`src/rtl/mem_access_unit_if.sv`:
```
// ----------------------------------------------------------------------------
// mem_access_unit_if
//   Request/response bundle between the CPU memory stage and mem_access_unit.
//   One request is in flight at a time. A request is accepted when req_valid
//   and req_ready are both high at a rising clock edge. The response is a
//   single-cycle rsp_valid pulse and cannot be back-pressured.
//
//   Signals
//     req_valid     master->slave  request present
//     req_ready     slave->master  unit is idle and can take a request
//     req_we        master->slave  1 store, 0 load
//     req_size      master->slave  00 byte, 01 half, 10 word, 11 illegal
//     req_unsigned  master->slave  loads: 1 zero-extend, 0 sign-extend
//     req_addr      master->slave  byte address
//     req_wdata     master->slave  store data, right-aligned
//     rsp_valid     slave->master  one-cycle response pulse
//     rsp_err       slave->master  request was misaligned or had an illegal size
//     rsp_rdata     slave->master  load result (0 for stores and errors)
// ----------------------------------------------------------------------------
interface mem_access_unit_if;
  logic        req_valid;
  logic        req_ready;
  logic        req_we;
  logic [1:0]  req_size;
  logic        req_unsigned;
  logic [31:0] req_addr;
  logic [31:0] req_wdata;
  logic        rsp_valid;
  logic        rsp_err;
  logic [31:0] rsp_rdata;

  modport master (
    output req_valid, req_we, req_size, req_unsigned, req_addr, req_wdata,
    input  req_ready, rsp_valid, rsp_err, rsp_rdata
  );

  modport slave (
    input  req_valid, req_we, req_size, req_unsigned, req_addr, req_wdata,
    output req_ready, rsp_valid, rsp_err, rsp_rdata
  );
endinterface

```
`src/rtl/mem_access_unit.sv`:
```
// ----------------------------------------------------------------------------
// mem_access_unit
//   Load/store front end between the CPU memory stage and a word-wide
//   synchronous ram. Accepts one byte/half/word request at a time, reads or
//   writes the ram, and returns sign- or zero-extended load data. Sub-word
//   stores are performed as read-modify-write. Misaligned requests and the
//   illegal size code are answered with rsp_err without touching the ram.
//
//   Parameters
//     WORD_ADDR  1: ram_addr = {2'b00, addr[31:2]} (ram indexed by word)
//                0: ram_addr = {addr[31:2], 2'b00}
//
//   Ports
//     clk             clock, all state on the rising edge
//     rst_n           asynchronous active-low reset
//     bus             request/response interface (slave side)
//     read_ram        ram read strobe, one cycle per access
//     write_ram       ram write strobe, one cycle per access
//     ram_addr        ram address, held for the whole operation
//     ram_write_data  ram write data, zero except while writing
//     ram_out         ram read data, valid the cycle after read_ram
//
//   Latency from the accepting edge: load 3, word store 2, sub-word store 4,
//   error 1 cycle(s).
// ----------------------------------------------------------------------------
module mem_access_unit #(
  parameter bit WORD_ADDR = 1'b1
) (
  input  logic                clk,
  input  logic                rst_n,
  mem_access_unit_if.slave    bus,
  output logic                read_ram,
  output logic                write_ram,
  output logic [31:0]         ram_addr,
  output logic [31:0]         ram_write_data,
  input  logic [31:0]         ram_out
);

  typedef enum logic [2:0] {
    IDLE,
    RD,
    RD_WAIT,
    RMW_RD,
    MERGE,
    WR,
    RESP
  } state_e;

  localparam logic [1:0] SZ_BYTE = 2'b00;
  localparam logic [1:0] SZ_HALF = 2'b01;
  localparam logic [1:0] SZ_WORD = 2'b10;

  state_e      state_q, state_d;
  logic        we_q, we_d;
  logic [1:0]  size_q, size_d;
  logic        uns_q, uns_d;
  logic [31:0] addr_q, addr_d;
  logic [31:0] wdata_q, wdata_d;
  logic [31:0] buf_q, buf_d;
  logic        rsp_valid_q, rsp_valid_d;
  logic        rsp_err_q, rsp_err_d;
  logic [31:0] rsp_rdata_q, rsp_rdata_d;

  logic        req_bad;

  // Extract the addressed lane from a ram word and extend it to 32 bits.
  function automatic logic [31:0] load_extract(
    input logic [31:0] word,
    input logic [1:0]  size,
    input logic        is_unsigned,
    input logic [1:0]  off
  );
    logic [31:0] lane;
    logic [31:0] res;
    res = word;
    unique case (size)
      SZ_BYTE: begin
        lane = word >> {off, 3'b000};
        res  = is_unsigned ? {24'h0, lane[7:0]} : {{24{lane[7]}}, lane[7:0]};
      end
      SZ_HALF: begin
        lane = word >> {off[1], 4'b0000};
        res  = is_unsigned ? {16'h0, lane[15:0]} : {{16{lane[15]}}, lane[15:0]};
      end
      default: res = word;
    endcase
    return res;
  endfunction

  // Replace the addressed byte or half of the old ram word with store data.
  function automatic logic [31:0] store_merge(
    input logic [31:0] old_word,
    input logic [31:0] wdata,
    input logic [1:0]  size,
    input logic [1:0]  off
  );
    logic [31:0] mask;
    logic [31:0] data;
    if (size == SZ_BYTE) begin
      mask = 32'h0000_00ff << {off, 3'b000};
      data = {24'h0, wdata[7:0]} << {off, 3'b000};
    end else begin
      mask = 32'h0000_ffff << {off[1], 4'b0000};
      data = {16'h0, wdata[15:0]} << {off[1], 4'b0000};
    end
    return (old_word & ~mask) | data;
  endfunction

  // Illegal size, or an address not aligned to the access size.
  assign req_bad = (bus.req_size == 2'b11)
                 || ((bus.req_size == SZ_HALF) && bus.req_addr[0])
                 || ((bus.req_size == SZ_WORD) && (bus.req_addr[1:0] != 2'b00));

  // NOTE: every signal written here gets a default first, so no path leaves
  // one unassigned and no latch is inferred.
  always_comb begin
    state_d     = state_q;
    we_d        = we_q;
    size_d      = size_q;
    uns_d       = uns_q;
    addr_d      = addr_q;
    wdata_d     = wdata_q;
    buf_d       = buf_q;
    rsp_err_d   = rsp_err_q;
    rsp_rdata_d = rsp_rdata_q;

    unique case (state_q)
      IDLE: begin
        if (bus.req_valid) begin
          we_d    = bus.req_we;
          size_d  = bus.req_size;
          uns_d   = bus.req_unsigned;
          addr_d  = bus.req_addr;
          wdata_d = bus.req_wdata;
          if (req_bad) begin
            rsp_err_d   = 1'b1;
            rsp_rdata_d = 32'h0;
            state_d     = RESP;
          end else if (!bus.req_we) begin
            state_d = RD;
          end else if (bus.req_size == SZ_WORD) begin
            state_d = WR;
          end else begin
            state_d = RMW_RD;
          end
        end
      end
      RD:      state_d = RD_WAIT;
      RD_WAIT: begin
        rsp_err_d   = 1'b0;
        rsp_rdata_d = load_extract(ram_out, size_q, uns_q, addr_q[1:0]);
        state_d     = RESP;
      end
      RMW_RD:  state_d = MERGE;
      MERGE: begin
        buf_d   = store_merge(ram_out, wdata_q, size_q, addr_q[1:0]);
        state_d = WR;
      end
      WR: begin
        rsp_err_d   = 1'b0;
        rsp_rdata_d = 32'h0;
        state_d     = RESP;
      end
      RESP:    state_d = IDLE;
      default: state_d = IDLE;
    endcase

    // The response flop is high exactly for the cycle spent in RESP.
    rsp_valid_d = (state_d == RESP);
  end

  // NOTE: sequential state uses non-blocking assignments so every flop samples
  // the pre-edge value of the others, independent of statement order.
  // NOTE: the merge buffer is a single register, not a memory array, so it is
  // reset along with everything else; nothing here needs to stay unreset.
  always_ff @(posedge clk or negedge rst_n) begin
    if (!rst_n) begin
      state_q     <= IDLE;
      we_q        <= 1'b0;
      size_q      <= 2'b00;
      uns_q       <= 1'b0;
      addr_q      <= 32'h0;
      wdata_q     <= 32'h0;
      buf_q       <= 32'h0;
      rsp_valid_q <= 1'b0;
      rsp_err_q   <= 1'b0;
      rsp_rdata_q <= 32'h0;
    end else begin
      state_q     <= state_d;
      we_q        <= we_d;
      size_q      <= size_d;
      uns_q       <= uns_d;
      addr_q      <= addr_d;
      wdata_q     <= wdata_d;
      buf_q       <= buf_d;
      rsp_valid_q <= rsp_valid_d;
      rsp_err_q   <= rsp_err_d;
      rsp_rdata_q <= rsp_rdata_d;
    end
  end

  // Ram strobes decode straight from the state flop, so an asynchronous reset
  // drops them immediately and an interrupted read-modify-write never writes.
  assign read_ram  = (state_q == RD) || (state_q == RMW_RD);
  assign write_ram = (state_q == WR);

  assign ram_addr = (state_q == IDLE) ? 32'h0
                  : (WORD_ADDR ? {2'b00, addr_q[31:2]} : {addr_q[31:2], 2'b00});

  assign ram_write_data = (state_q != WR)    ? 32'h0
                        : (size_q == SZ_WORD) ? wdata_q
                        : buf_q;

  assign bus.req_ready = (state_q == IDLE);
  assign bus.rsp_valid = rsp_valid_q;
  assign bus.rsp_err   = rsp_err_q;
  assign bus.rsp_rdata = rsp_rdata_q;

endmodule

```
`src/flat_wrapper.sv`:
```
// flat-port wrapper written by rule: the top's interface ports become plain ports
module mem_access_unit_flat 
#(
  parameter bit WORD_ADDR = 1'b1
)
  (clk, rst_n, read_ram, write_ram, ram_addr, ram_write_data, ram_out, bus_req_valid, bus_req_we, bus_req_size, bus_req_unsigned, bus_req_addr, bus_req_wdata, bus_req_ready, bus_rsp_valid, bus_rsp_err, bus_rsp_rdata);
  mem_access_unit_if bus_i ();
  input  logic clk;
  input  logic rst_n;
  output logic read_ram;
  output logic write_ram;
  output logic [31:0] ram_addr;
  output logic [31:0] ram_write_data;
  input  logic [31:0] ram_out;
  input wire logic [$bits(bus_i.req_valid)-1:0] bus_req_valid;
  input wire logic [$bits(bus_i.req_we)-1:0] bus_req_we;
  input wire logic [$bits(bus_i.req_size)-1:0] bus_req_size;
  input wire logic [$bits(bus_i.req_unsigned)-1:0] bus_req_unsigned;
  input wire logic [$bits(bus_i.req_addr)-1:0] bus_req_addr;
  input wire logic [$bits(bus_i.req_wdata)-1:0] bus_req_wdata;
  output wire logic [$bits(bus_i.req_ready)-1:0] bus_req_ready;
  output wire logic [$bits(bus_i.rsp_valid)-1:0] bus_rsp_valid;
  output wire logic [$bits(bus_i.rsp_err)-1:0] bus_rsp_err;
  output wire logic [$bits(bus_i.rsp_rdata)-1:0] bus_rsp_rdata;
  assign bus_i.req_valid = bus_req_valid;
  assign bus_i.req_we = bus_req_we;
  assign bus_i.req_size = bus_req_size;
  assign bus_i.req_unsigned = bus_req_unsigned;
  assign bus_i.req_addr = bus_req_addr;
  assign bus_i.req_wdata = bus_req_wdata;
  assign bus_req_ready = bus_i.req_ready;
  assign bus_rsp_valid = bus_i.rsp_valid;
  assign bus_rsp_err = bus_i.rsp_err;
  assign bus_rsp_rdata = bus_i.rsp_rdata;
  mem_access_unit #(.WORD_ADDR(WORD_ADDR)) u_core (.clk(clk), .rst_n(rst_n), .bus(bus_i), .read_ram(read_ram), .write_ram(write_ram), .ram_addr(ram_addr), .ram_write_data(ram_write_data), .ram_out(ram_out));
endmodule
```
`config.mk`:
```
export PLATFORM = sky130hd
export DESIGN_NAME = mem_access_unit_flat
export DESIGN_NICKNAME = d
export VERILOG_FILES = /design/src/rtl/mem_access_unit_if.sv /design/src/rtl/mem_access_unit.sv /design/src/flat_wrapper.sv
export SDC_FILE = /design/constraint.sdc
export NUM_CORES = 1
export LEC_CHECK = 0
export ABC_AREA = 1
export CAP_MARGIN = 20
export CORE_MARGIN = 4
export CORE_UTILIZATION = 43
export CTS_CLUSTER_DIAMETER = 200
export DETAILED_ROUTE_END_ITERATION = 10
export GPL_TIMING_DRIVEN = 0
export PLACE_DENSITY = 0.77
export SLEW_MARGIN = 5
export SYNTH_ARGS = -nofsm -noshare
export SYNTH_HDL_FRONTEND = slang
export SYNTH_SLANG_ARGS = --single-unit
```
`constraint.sdc`:
```
create_clock -name clk -period 1.4 [get_ports clk]
set_input_delay 0.14 -clock clk [delete_from_list [all_inputs] [get_ports clk]]
set_output_delay 0.14 -clock clk [all_outputs]
set_load 0.03 [all_outputs]
```
### Yosys cells after proc, flatten, opt, wreduce, memory -nomap -nowiden

Cells that the tools add are included.

* bitwise logic cells: 3
* multipliers: 0
* reductions and logical operators: 14
* shifts and indexed selects: 6
* equal/unequal tests: 14
* order comparisons: 0
* div/mod/pow operators: 0
* add/sub/neg operators: 0
* multiplexer cells: 21

Operators by type and width (count)
* 2-to-1 mux 32 bit: 10
* case mux 32 bit (3 select lines): 1
* case mux 32 bit (2 select lines): 1
* bitwise AND 32 bit: 1
* NOT 32 bit: 1
* OR 32 bit: 1
* << shifter 16 x 5 -> 32 bit: 1
* << shifter 16 x 5 -> 32 bit, first input constant: 1
* << shifter 8 x 5 -> 32 bit: 1
* << shifter 8 x 5 -> 32 bit, first input constant: 1
* >> shifter 32 x 5 -> 16 bit: 1
* >> shifter 32 x 5 -> 8 bit: 1
* 2-to-1 mux 30 bit: 1
* case mux 3 bit (5 select lines): 1
* 2-to-1 mux 3 bit: 4
* == test 3 bit, second input constant: 3
* == test 2 bit, second input constant: 3
* == test 3 x 2 -> 1 bit, second input constant: 2
* AND reduction 3 bit: 2
* == test 2 x 1 -> 1 bit, second input constant: 2
* nonzero test 2 bit: 2
* == test 3 x 1 -> 1 bit, second input constant: 1
* logical NOT 3 bit: 1
* logical OR 1 bit: 3
* other kinds (10): 12

* output and inout bits: 101
* memories kept: 0
* memory bits (writable): 0
* memory bits (read-only): 0
* register bits after elaboration: 136
* latch bits: 0

### Depth between registers and ports, before layout

* depth after elaboration: 8
* mapped depth: 11
* gate-level depth less buffers: 9

### Least setup slack after synthesis

No wires, ideal clock.

* path kind: flip-flop to output port
* start: register u_core.size_q[1]
* end: output ram_write_data[19]
* arrival time: 1.610 ns
* buffers on the path: 2
* path slack: -0.350 ns
* stages on the path, launching flop included: 8
* data required time: 1.260 ns
* cells stage by stage: dfrtp_1 -> buf_2 -> inv_4 -> nor2_1 -> inv_1 -> clkbuf_1 -> o21ai_0 -> a21oi_1

* word-level cells in the longest chain between the ends: 3

Ends and longest elaborated chain
* start: declaration: RTL line mem_access_unit.sv:55 `logic [1:0] size_q, size_d;`
* start signal: assignment: RTL line mem_access_unit.sv:191 `size_q <= size_d;`
* == test 2 bit: RTL line mem_access_unit.sv:211 `: (size_q == SZ_WORD) ? wdata_q`
* 2-to-1 mux 32 bit: RTL line mem_access_unit.sv:211
* 2-to-1 mux 32 bit: RTL line mem_access_unit.sv:210 `assign ram_write_data = (state_q != WR) ? 32'h0`
* end: declaration: RTL line flat_wrapper.sv:13 `output logic [31:0] ram_write_data;`

No other way between the ends.

### Worst setup path in the final report

Ends and elaborated chain as after synthesis.

==> flow_metrics.py <==
metrics = {
    "timing": {
        "fmax_mhz": 496,
        "setup_tns_ps": -72130,
        "max_slew_margin_pct": 56.2,
        "hold_violations": 0,
        "whs_ps": 247,
        "skew_ps": 11.3,
        "setup_viol": 219,
        "fin_crit_sh_pct": 144,
        "slew_violations": 0,
        "worst_slack_ps": -616,
        "layout_min_cycle_time_ps": 2020,
        "rsz0062_at_grt": "yes",
        "worst_pin_slew_ps": 657,
    },
    "setup_path": {
        "slowest_delay_ps": 360,
        "cp-end-kind": "output port",
        "rrSetupSlack_ps": -390,
        "cp.arrival_ps": 1880,
        "crit_fanout": 5,
        "critPathMostFrequentCell": "buf_6",
        "crit_chain": "buf_6, inv_8, nor2_4, clkinv_4, clkbuf_8, o21ai_1, a21oi_2, buf_6",
        "crit_required_ps": 1260,
        "cp_num_buf_inv": 5,
        "start_kind": "register",
        "cp.depth": 8,
        "cp_top_family": "buffers and inverters",
        "critPathKind": "register to output port",
        "cp_slowest_cell": "dfrtp_1",
        "rr_worst_depth": 11,
    },
    "placement": {
        "place_area_um2": 9490,
        "io_buffers": 201,
        "hpwl_mm": 17.4,
        "gp_congestion": 0.899,
    },
    "status": {
        "status": "finished with violations",
        "violations": "setup timing",
    },
    "cts": {
        "clkSlewWorstSetupHoldPaths_ps": 70,
        "cts.sinks": 136,
        "h-tree-depth": 4,
        "clock_path_buffers": 2,
        "numCtsBuffers": 17,
        "cts_tree": "done",
        "clock_latency_ps": 430,
        "root_buffer": "clkbuf_16",
    },
    "synthesis": {
        "netlist_top_cells_count": "294 x nand2_1, 136 x dfrtp_1, 99 x nor2_1",
        "netlist_instances": 924,
        "avgSynthCellArea_um2": 7.48,
        "synth_edf_count": 0,
        "syn-cell-area_um2": 6910,
        "synthFlopType": "dfrtp_1",
        "synth_top_area_share_pct": 49.2,
        "synth_cell_types": 28,
        "yosys-top-cells-area": "dfrtp_1 49%, nand2_1 16%, a21oi_1 5.5%, nor2_1 5.4%, o21ai_0 5.2%",
        "yosysSeqAreaShare_pct": 49.2,
        "ys_seq_elements": 136,
        "synth_top_area_cell": "dfrtp_1",
        "synthMostInstantiatedCell": "nand2_1",
        "synth_warnings": 0,
        "async_flop_share_pct": 100,
    },
    "global_routing": {
        "grt_pass1_vias": 7384,
        "grtUsageTotal_pct": 27.6,
        "grt-ovfl-total": 0,
        "antenna_found_initial": 0,
        "grt_first_pass_wirelength_mm": 39.1,
        "grt_start_max_net_pins": 71,
    },
    "die": {
        "die_w_um": 135,
        "die_y_um": 135,
        "row_count": 46,
        "initial_core_util_pct": 43.7,
        "die_area_um2": 18200,
        "pin_count": 204,
        "coreArea_um2": 15800,
    },
    "drt": {
        "postRouteAntennaNets": 0,
        "routed_wl_mm": 27.5,
        "top_layer": "met4",
        "met3_length_mm": 2.73,
        "wl_met1_mm": 10.2,
        "num_vias": 7855,
        "drcViolationCount": 0,
        "dr.first_iter.drc_count": 988,
        "wl_per_cell_um": 18.9,
        "dr_wl_met2_mm": 13.6,
        "vias_per_cell": 5.41,
        "drt_first_pass_iters": 6,
    },
    "final_layout": {
        "diodes": 0,
        "layout.nets": 1326,
        "layout-drive-gt1-share_pct": 29.0,
        "fin_area_um2": 11900,
        "syn2layout_area_growth_pct": 72.1,
    },
    "run": {
        "maxCapViolCount": 0,
    },
    "power": {
        "powerDensity_nw_per_um2": 2570,
        "leakagePower_uw": 0.00567,
        "total_power_uw": 30600,
        "vdd_ir_drop_max_mv": 1.55,
    },
    "worst_hold_path": {
        "hp-class": "primary input to register",
        "holdPathStages": 3,
    },
}
layout by cell type (no fill, tap or decap), types with 13 or more instances in the layout:
master	n
buf_8	15
nand3_1	17
nor2_1	64
o21ai_2	25
nand2_2	13
a21oi_1	53
a21oi_2	17
clkbuf_16	38
clkdlybuf4s50_1	119
inv_1	86
dlygate4sd2_1	16
nand2_1	274
dfrtp_1	133
o21ai_1	56
o21ai_0	25
nor2_4	37
buf_6	63
buf_4	69
worst reg2reg max path, delay by kind of cell (launching register included):
family	cells	cell delay [ps]
buffers and inverters	8	970
flip-flops	1	420
AND/OR/NAND/NOR	2	240
AO/OA/AOI/OAI	1	60
kinds of logic (layout without fill, tap and decap cells):
family	Yosys count	in the layout	share of synthesized area [%]
and+or+nand+nor	423	425	24.6
DFF	136	136	49.2
AOI/OAI and AO/OA	217	217	16.4
buffers and inverters	147	456	9.68
other	1	2	0.0543
path summary, 6_finish.rpt:
check	startpoint	endpoint
setup / recovery	u_core.size_q[1]$_DFFE_PN0P_	ram_write_data[19]
min in group asynchronous	rst_n	u_core.bus.rsp_rdata[23]$_DFFE_PN0P_
max in group asynchronous	rst_n	u_core.addr_q[2]$_DFFE_PN0P_
setup reg to reg	u_core.state_q[1]$_DFF_PN0_	u_core.wdata_q[3]$_DFFE_PN0P_
hold / removal	bus_req_addr[26]	u_core.addr_q[26]$_DFFE_PN0P_
hold reg to reg	u_core.bus.rsp_err$_DFFE_PN0P_	u_core.bus.rsp_err$_DFFE_PN0P_
through the flow:
| stage | worst slack (ps) | util (%) | instances |
|---|---|---|---|
| after global placement | -5890 | 59.8 | 1342 |
| final | -616 | 75.1 | 1452 |
| after floorplan | -72.0 | - | 925 |
| after global routing | -656 | 75.1 | 1452 |
| after detailed placement | -920 | 60.0 | 1343 |
| after CTS | -541 | 69.5 | 1418 |
routing by layer:
metal,track usage (%),vias up
met2,45.4,457
met3,8.46,90
met4,8.88,0
met5,0,-
li1,-,3549
met1,35.0,3759
cell type report:
type | instances | area (um^2)
buffer | 48 | 587
clock buffer | 18 | 439
clock inverter | 14 | 148
fill | 1077 | 3940
inverter | 95 | 392
multi-input combinational | 644 | 3580
sequential | 136 | 3410
tap | 216 | 270
timing repair buffer | 280 | 3060
timing repair inverter | 1 | 6.26
state kept, by name (all words and copies together), names as in the netlist:
name                  cells
u_core.addr_q            32
u_core.buf_q             32
u_core.bus.rsp_rdata     32
u_core.wdata_q           32
u_core.state_q            3
u_core.size_q             2
u_core.bus.rsp_err        1
u_core.bus.rsp_valid      1
u_core.uns_q              1
report_power, final:
group | total (uW) | switching [uW] | internal (uW) | leakage, uW
clock | 4510 | 1830 | 2670 | 0.000275
sequential | 7300 | 1480 | 5820 | 0.00169
combinational | 18800 | 10900 | 7890 | 0.00371
total | 30600 | 14200 | 16400 | 0.00567
timing repair:
item | CTS | global route
hold buffers | 1 | 0
resized for setup | 602 | 168
endpoints found under the hold margin | 66 | 0
pin swaps | 16 | 21
setup buffers | 31 | 22
cloned | 11 | 18
endpoints found under the setup margin | 235 | 219
No activity file was read; power rests on OpenSTA's default activity.
